File: config.mk
export PLATFORM = sky130hd
export DESIGN_NAME = audio_mixer_flat
export DESIGN_NICKNAME = d
export VERILOG_FILES = /design/src/rtl/audio_mixer_if.sv /design/src/rtl/audio_mixer.sv /design/src/flat_wrapper.sv
export SDC_FILE = /design/constraint.sdc
export NUM_CORES = 1
export LEC_CHECK = 0
export BUFFER_PORTS_ARGS = -buffer_cell sky130_fd_sc_hd__buf_2
export CAP_MARGIN = 20
export CORE_MARGIN = 8
export CORE_UTILIZATION = 63
export DETAILED_ROUTE_END_ITERATION = 6
export GPL_TIMING_DRIVEN = 0
export MAX_ROUTING_LAYER = met4
export PLACE_DENSITY = 0.85
export SLEW_MARGIN = 5
export SYNTH_ARGS = -nofsm -noshare
export SYNTH_HDL_FRONTEND = slang
export SYNTH_SLANG_ARGS = --single-unit
File: constraint.sdc
create_clock -name clock -period 14.9 [get_ports clock]
set_clock_uncertainty 0.05 [all_clocks]
set_input_delay 1.49 -clock clock [delete_from_list [all_inputs] [get_ports clock]]
set_output_delay 1.49 -clock clock [all_outputs]
set_load 0.05 [all_outputs]
File: src/rtl/audio_mixer_if.sv
// Bundles the audio mixer's sample-side signals into one interface.
// master: the sound-source side. It drives the strobe, the ear level and the
//         per-channel data/gain/mute, and it observes the mixed results.
// slave:  the mixer itself. It samples the inputs and drives audio,
//         audio_valid, busy, overrun and pdm.
interface audio_mixer_if #(
    parameter int CHANNELS = 4,
    parameter int IW       = 6,
    parameter int GW       = 4,
    parameter int OW       = 11
);
    logic                     ce_sample;
    logic                     ear;
    logic [CHANNELS*IW-1:0]   chan_data;
    logic [CHANNELS*GW-1:0]   chan_gain;
    logic [CHANNELS-1:0]      chan_mute;
    logic [OW-1:0]            audio;
    logic                     audio_valid;
    logic                     busy;
    logic                     overrun;
    logic                     pdm;

    modport master (
        output ce_sample, ear, chan_data, chan_gain, chan_mute,
        input  audio, audio_valid, busy, overrun, pdm
    );

    modport slave (
        input  ce_sample, ear, chan_data, chan_gain, chan_mute,
        output audio, audio_valid, busy, overrun, pdm
    );
endinterface

File: src/rtl/audio_mixer.sv
// Parametrised audio mixer.
// Each sample strobe snapshots CHANNELS unsigned PCM inputs, their gains and
// their mutes, plus an optional ear bit. The mixer then accumulates one
// channel per clock, saturates the sum to OW bits and publishes it on audio
// with a one-clock audio_valid pulse. A first-order sigma-delta modulator
// turns audio into a PDM bitstream for a single-pin DAC.
// Ports:
//   clock - system clock, rising edge
//   reset - asynchronous, active-low
//   mix   - audio_mixer_if slave modport:
//           ce_sample, ear, chan_data, chan_gain, chan_mute (inputs)
//           audio, audio_valid, busy, overrun, pdm (outputs)
//
// state   | meaning
// S_IDLE  | waiting for ce_sample; inputs are latched on accept
// S_ACCUM | adds one channel product per clock, idx 0..CHANNELS-1
// S_EAR   | adds the ear contribution when EAR=1 and the ear bit is set
// S_OUT   | saturates into audio and pulses audio_valid
module audio_mixer #(
    parameter int CHANNELS = 4,
    parameter int IW       = 6,
    parameter int GW       = 4,
    parameter int OW       = 11,
    parameter int EAR      = 1
) (
    input  logic          clock,
    input  logic          reset,
    audio_mixer_if.slave  mix
);
    // Sized to hold every channel at full scale plus the ear term.
    localparam int AW   = IW + GW + $clog2(CHANNELS + 2);
    localparam int IDXW = (CHANNELS > 1) ? $clog2(CHANNELS) : 1;
    localparam logic [IDXW-1:0] IDX_LAST = IDXW'(CHANNELS - 1);
    localparam logic [AW-1:0]   EAR_ADD  = AW'(((1 << IW) - 1) << (GW - 1));
    localparam logic [AW-1:0]   SAT_MAX  = AW'((1 << OW) - 1);

    typedef enum logic [1:0] {S_IDLE, S_ACCUM, S_EAR, S_OUT} state_t;

    state_t                  state_q, state_d;
    logic                    busy_q, busy_d;
    logic [AW-1:0]           acc_q, acc_d;
    logic [IDXW-1:0]         idx_q, idx_d;
    logic [CHANNELS*IW-1:0]  data_q, data_d;
    logic [CHANNELS*GW-1:0]  gain_q, gain_d;
    logic [CHANNELS-1:0]     mute_q, mute_d;
    logic                    ear_q, ear_d;
    logic [OW-1:0]           audio_q, audio_d;
    logic                    valid_q, valid_d;
    logic                    overrun_q, overrun_d;
    logic [OW-1:0]           integ_q, integ_d;
    logic                    pdm_q, pdm_d;

    logic [IW-1:0]           data_sel;
    logic [GW-1:0]           gain_sel;
    logic [AW-1:0]           prod;
    logic [OW:0]             pdm_sum;

    always_ff @(posedge clock or negedge reset) begin
        if (!reset) begin
            state_q   <= S_IDLE;
            busy_q    <= 1'b0;
            acc_q     <= '0;
            idx_q     <= '0;
            data_q    <= '0;
            gain_q    <= '0;
            mute_q    <= '0;
            ear_q     <= 1'b0;
            audio_q   <= '0;
            valid_q   <= 1'b0;
            overrun_q <= 1'b0;
            integ_q   <= '0;
            pdm_q     <= 1'b0;
        end else begin
            state_q   <= state_d;
            busy_q    <= busy_d;
            acc_q     <= acc_d;
            idx_q     <= idx_d;
            data_q    <= data_d;
            gain_q    <= gain_d;
            mute_q    <= mute_d;
            ear_q     <= ear_d;
            audio_q   <= audio_d;
            valid_q   <= valid_d;
            overrun_q <= overrun_d;
            integ_q   <= integ_d;
            pdm_q     <= pdm_d;
        end
    end

    always_comb begin
        state_d = state_q;
        case (state_q)
            S_IDLE:  if (mix.ce_sample) state_d = S_ACCUM;
            S_ACCUM: if (idx_q == IDX_LAST) state_d = S_EAR;
            S_EAR:   state_d = S_OUT;
            S_OUT:   state_d = S_IDLE;
            default: state_d = S_IDLE;
        endcase
    end

    always_comb begin
        data_sel  = data_q[idx_q*IW +: IW];
        gain_sel  = gain_q[idx_q*GW +: GW];
        prod      = AW'(data_sel) * AW'(gain_sel);

        acc_d     = acc_q;
        idx_d     = idx_q;
        data_d    = data_q;
        gain_d    = gain_q;
        mute_d    = mute_q;
        ear_d     = ear_q;
        audio_d   = audio_q;
        valid_d   = 1'b0;
        busy_d    = (state_d != S_IDLE);
        // A strobe outside IDLE is dropped, and that drop is remembered.
        overrun_d = overrun_q | (mix.ce_sample & (state_q != S_IDLE));

        case (state_q)
            S_IDLE: begin
                if (mix.ce_sample) begin
                    data_d = mix.chan_data;
                    gain_d = mix.chan_gain;
                    mute_d = mix.chan_mute;
                    ear_d  = mix.ear;
                    acc_d  = '0;
                    idx_d  = '0;
                end
            end
            S_ACCUM: begin
                if (!mute_q[idx_q]) acc_d = acc_q + prod;
                idx_d = idx_q + IDXW'(1);
            end
            S_EAR: begin
                if ((EAR != 0) && ear_q) acc_d = acc_q + EAR_ADD;
            end
            S_OUT: begin
                audio_d = (acc_q > SAT_MAX) ? SAT_MAX[OW-1:0] : acc_q[OW-1:0];
                valid_d = 1'b1;
            end
            default: ;
        endcase

        // The carry out of the integrator is the PDM bit, so the density of ones is audio/2^OW.
        pdm_sum = {1'b0, integ_q} + {1'b0, audio_q};
        integ_d = pdm_sum[OW-1:0];
        pdm_d   = pdm_sum[OW];
    end

    assign mix.audio       = audio_q;
    assign mix.audio_valid = valid_q;
    assign mix.busy        = busy_q;
    assign mix.overrun     = overrun_q;
    assign mix.pdm         = pdm_q;
endmodule

File: src/flat_wrapper.sv
// flat-port wrapper written by rule: the top's interface ports become plain ports
module audio_mixer_flat 
#(
    parameter int CHANNELS = 4,
    parameter int IW       = 6,
    parameter int GW       = 4,
    parameter int OW       = 11,
    parameter int EAR      = 1
)
  (clock, reset, mix_ce_sample, mix_ear, mix_chan_data, mix_chan_gain, mix_chan_mute, mix_audio, mix_audio_valid, mix_busy, mix_overrun, mix_pdm);
  audio_mixer_if #(.CHANNELS(CHANNELS), .IW(IW), .GW(GW), .OW(OW)) mix_i ();
  input  logic clock;
  input  logic reset;
  input wire logic [$bits(mix_i.ce_sample)-1:0] mix_ce_sample;
  input wire logic [$bits(mix_i.ear)-1:0] mix_ear;
  input wire logic [$bits(mix_i.chan_data)-1:0] mix_chan_data;
  input wire logic [$bits(mix_i.chan_gain)-1:0] mix_chan_gain;
  input wire logic [$bits(mix_i.chan_mute)-1:0] mix_chan_mute;
  output wire logic [$bits(mix_i.audio)-1:0] mix_audio;
  output wire logic [$bits(mix_i.audio_valid)-1:0] mix_audio_valid;
  output wire logic [$bits(mix_i.busy)-1:0] mix_busy;
  output wire logic [$bits(mix_i.overrun)-1:0] mix_overrun;
  output wire logic [$bits(mix_i.pdm)-1:0] mix_pdm;
  assign mix_i.ce_sample = mix_ce_sample;
  assign mix_i.ear = mix_ear;
  assign mix_i.chan_data = mix_chan_data;
  assign mix_i.chan_gain = mix_chan_gain;
  assign mix_i.chan_mute = mix_chan_mute;
  assign mix_audio = mix_i.audio;
  assign mix_audio_valid = mix_i.audio_valid;
  assign mix_busy = mix_i.busy;
  assign mix_overrun = mix_i.overrun;
  assign mix_pdm = mix_i.pdm;
  audio_mixer #(.CHANNELS(CHANNELS), .IW(IW), .GW(GW), .OW(OW), .EAR(EAR)) u_core (.clock(clock), .reset(reset), .mix(mix_i));
endmodule
==> results_dict.tcl <==
set metrics [dict create \
    run_status "finished, final reports clean" \
    hp-class "register to register" \
    synth_top_cell_area_share 0.402 \
    path_delay_family "adder cells" \
    cts_sinks 88 \
    synth_xor_area_frac 0.0160 \
    wl_microns 11800 \
    regArea_sq_um 2200 \
    grt_pass1_wl_microns 20100 \
    ant_nets 0 \
    vias_per_cell 6.01 \
    cp_num_buf_inv 2 \
    drc 0 \
    multiInputGateArea_sq_um 3010 \
    cts_buffers 9 \
    crit_path_end_kind "register" \
    fillers 597 \
    vias 4121 \
    synth_edf_count 0 \
    drv_cap 0 \
    start_util 0.640 \
    rsz0062_at_grt "false" \
    synth-simple-area-share 0.113 \
    grt_max_degree 56 \
    syn_nets 601 \
    cts_resized 0 \
    cp-start-kind "register" \
    wire_per_inst_microns 17.2 \
    crit_chain "buf_1 -> mux4_2 -> nand2_1 -> fa_1 -> fa_1 -> fa_1 -> inv_1 -> ha_1 -> a211oi_1 -> o211ai_1 -> a41oi_1 -> xnor2_1 -> a221o_1" \
    ys_warn_count 0 \
    crit_arrival_ps 5560 \
    clk_latency_ps 380 \
    avgSynthCellArea_sq_um 11.0 \
    synth.distinct_cells 58 \
    grt_pass1_vias 4364 \
    tightest_slew_ps 783 \
    async_flop_share 1.00 \
    synth-compound-area-share 0.138 \
    synth_ff_type "dfrtp_1" \
    slew_viol_final 0 \
    critPathMostFrequentCell "fa_1" \
    fmax_ghz 0.187 \
    critical_path.max_stage_delay_ps 680 \
    holdPathStages 1 \
    whs_ps 416 \
    rows 34 \
    setup_viol 0 \
    first_pass_iters 5 \
    die_area_sq_um 11900 \
    cts_setup_buffers 0 \
    hpwlAfterDp_microns 9160 \
    grt_util_all_layers 0.220 \
    rr_worst_depth 13 \
    synth_area_sq_um 5470 \
    synth.area.mux_share 0.138 \
    cts.hold.buffers_added 0 \
    path_clk_slew_ps 100 \
    ys_seq_area_frac 0.402 \
    gp_congestion 0.900 \
    layout-drive-gt1-share 0.254 \
    synth-seq-cells 88 \
    diodes 0 \
    fin_nets 675 \
    post-synth-top-area-cell "dfrtp_1" \
    area_growth_pct 12.6 \
    overflow 0 \
    io_buffers 62 \
    syn_inst 499 \
    cts_tree "done" \
    synthAdderAreaFrac 0.145 \
    drtIter0Drc 253 \
    dpl_cell_area_sq_um 5950 \
    antenna_found_initial 0 \
    die_w_microns 109 \
    postLayoutCellArea_sq_um 6160 \
    slew_headroom 0.478 \
    htreeDepth 3 \
    die_h_microns 109 \
    min_period_ps 5350 \
    crit_fanout 10 \
    required_ps 15110 \
    hold_violations 0 \
    path_depth 13 \
    finalCritPeriodShare 0.359 \
    fin_tns_setup_ps 0 \
    critPathKind "register to register" \
    io_pins 63 \
    clock_path_buffers 2 \
    core_area_sq_um 8550 \
    synth_top_family_by_area "adder cells" \
    cts_root_buffer "clkbuf_8" \
    critPathSlowestCell "mux4_2" \
    synth_area_leaders "dfrtp_1 (40%), mux2_2 (9.3%), ha_1 (8.7%)" \
]
-- path summary, 6_finish.rpt --
kind / startpoint / end / slack [ps]
max: u_core.idx_q[0] / u_core.acc_q[10] / 9550
min: u_core.mix.overrun / u_core.mix.overrun / 420
max reg2reg: u_core.idx_q[0] / u_core.acc_q[10] / 9550
min reg2reg: u_core.mix.overrun / u_core.mix.overrun / 420
max in group asynchronous: reset / u_core.data_q[9] / 13190
min in group asynchronous: reset / u_core.mix.pdm / 1000
-- sequential cells by signal, summed over array words and instances (netlist names) --
| register | flops |
|---|---|
| u_core.data_q | 24 |
| u_core.gain_q | 16 |
| u_core.acc_q | 13 |
| u_core.integ_q | 11 |
| u_core.mix.audio | 11 |
| u_core.mute_q | 4 |
| u_core.idx_q | 2 |
| u_core.state_q | 2 |
| u_core.ear_q | 1 |
| u_core.mix.audio_valid | 1 |
| u_core.mix.busy | 1 |
| u_core.mix.overrun | 1 |
| u_core.mix.pdm | 1 |
-- cell usage after synthesis, drive strengths merged, types with 3 or more instances --
| cell type | number |
|---|---|
| mux4 | 11 |
| or3 | 3 |
| buf | 3 |
| o22a | 11 |
| a211o | 3 |
| o21ai | 20 |
| mux2 | 45 |
| nand2 | 31 |
| nor4 | 5 |
| a221o | 4 |
| and2 | 21 |
| nand3 | 8 |
| inv | 50 |
| o21a | 4 |
| xnor2 | 9 |
| o211ai | 5 |
| nor3 | 8 |
| a21oi | 22 |
| a32o | 3 |
| o31ai | 5 |
| fa | 16 |
| or2 | 6 |
| a211oi | 3 |
| a21o | 4 |
| dfrtp | 88 |
| nor2b | 7 |
| ha | 38 |
| clkbuf | 13 |
| nor2 | 19 |
| a31oi | 3 |
-- metrics by stage --
| step | util | std cells | setup slack, ps |
|---|---|---|---|
| finish | 0.720 | 686 | 9550 |
| CTS | 0.720 | 686 | 9500 |
| global route | 0.720 | 686 | 9200 |
| detailed placement | 0.695 | 670 | 9550 |
| floorplan | - | 499 | 10150 |
| global placement | 0.692 | 669 | 9670 |
-- layout make-up --
class,instances,share of cell area
Inverter,50,0.0305
Clock buffer,9,0.0201
Sequential cell,88,0.358
Buffer,16,0.0112
Timing Repair Buffer,63,0.0553
Tap cell,108,0.0219
Clock inverter,7,0.0144
Multi-Input combinational cell,345,0.489
-- logic make-up after synthesis --
kind of cell    after synthesis
buf+inv                      66
simple gates                118
compound gates              107
mux                          56
fa+ha+maj                    54
flops                        88
xor+xnor                     10
-- per-layer routing --
layer  track usage  routed length [microns]
met4        0.0829                      219
met1         0.260                     4880
met3        0.0420                      653
met5             -                        0
met2         0.365                     6050
-- layout by cell type, fill, tap and decap left out, types with 3 or more instances in the layout --
master and count:
fa_1 16, dfrtp_1 88, nor2b_1 7, nand2_1 31, o21ai_0 20, a21oi_1 22
a21o_1 4, xnor2_1 9, buf_2 62, o21a_1 4, o211ai_1 4, nand3_1 8
clkbuf_1 13, or3_1 3, inv_1 50, nor4_1 4, nor3_1 7, ha_1 38
nor2_1 18, o22a_1 11, inv_8 3, o31ai_1 5, clkbuf_8 9, a211oi_1 3
a31oi_1 3, a211o_1 3, or2_2 6, a221o_1 4, a32o_1 3, mux2_2 45
mux4_2 11, and2_1 21
Power is not shown: default switching activity piles up to over one toggle a cycle in this logic, so the estimate is an artifact.
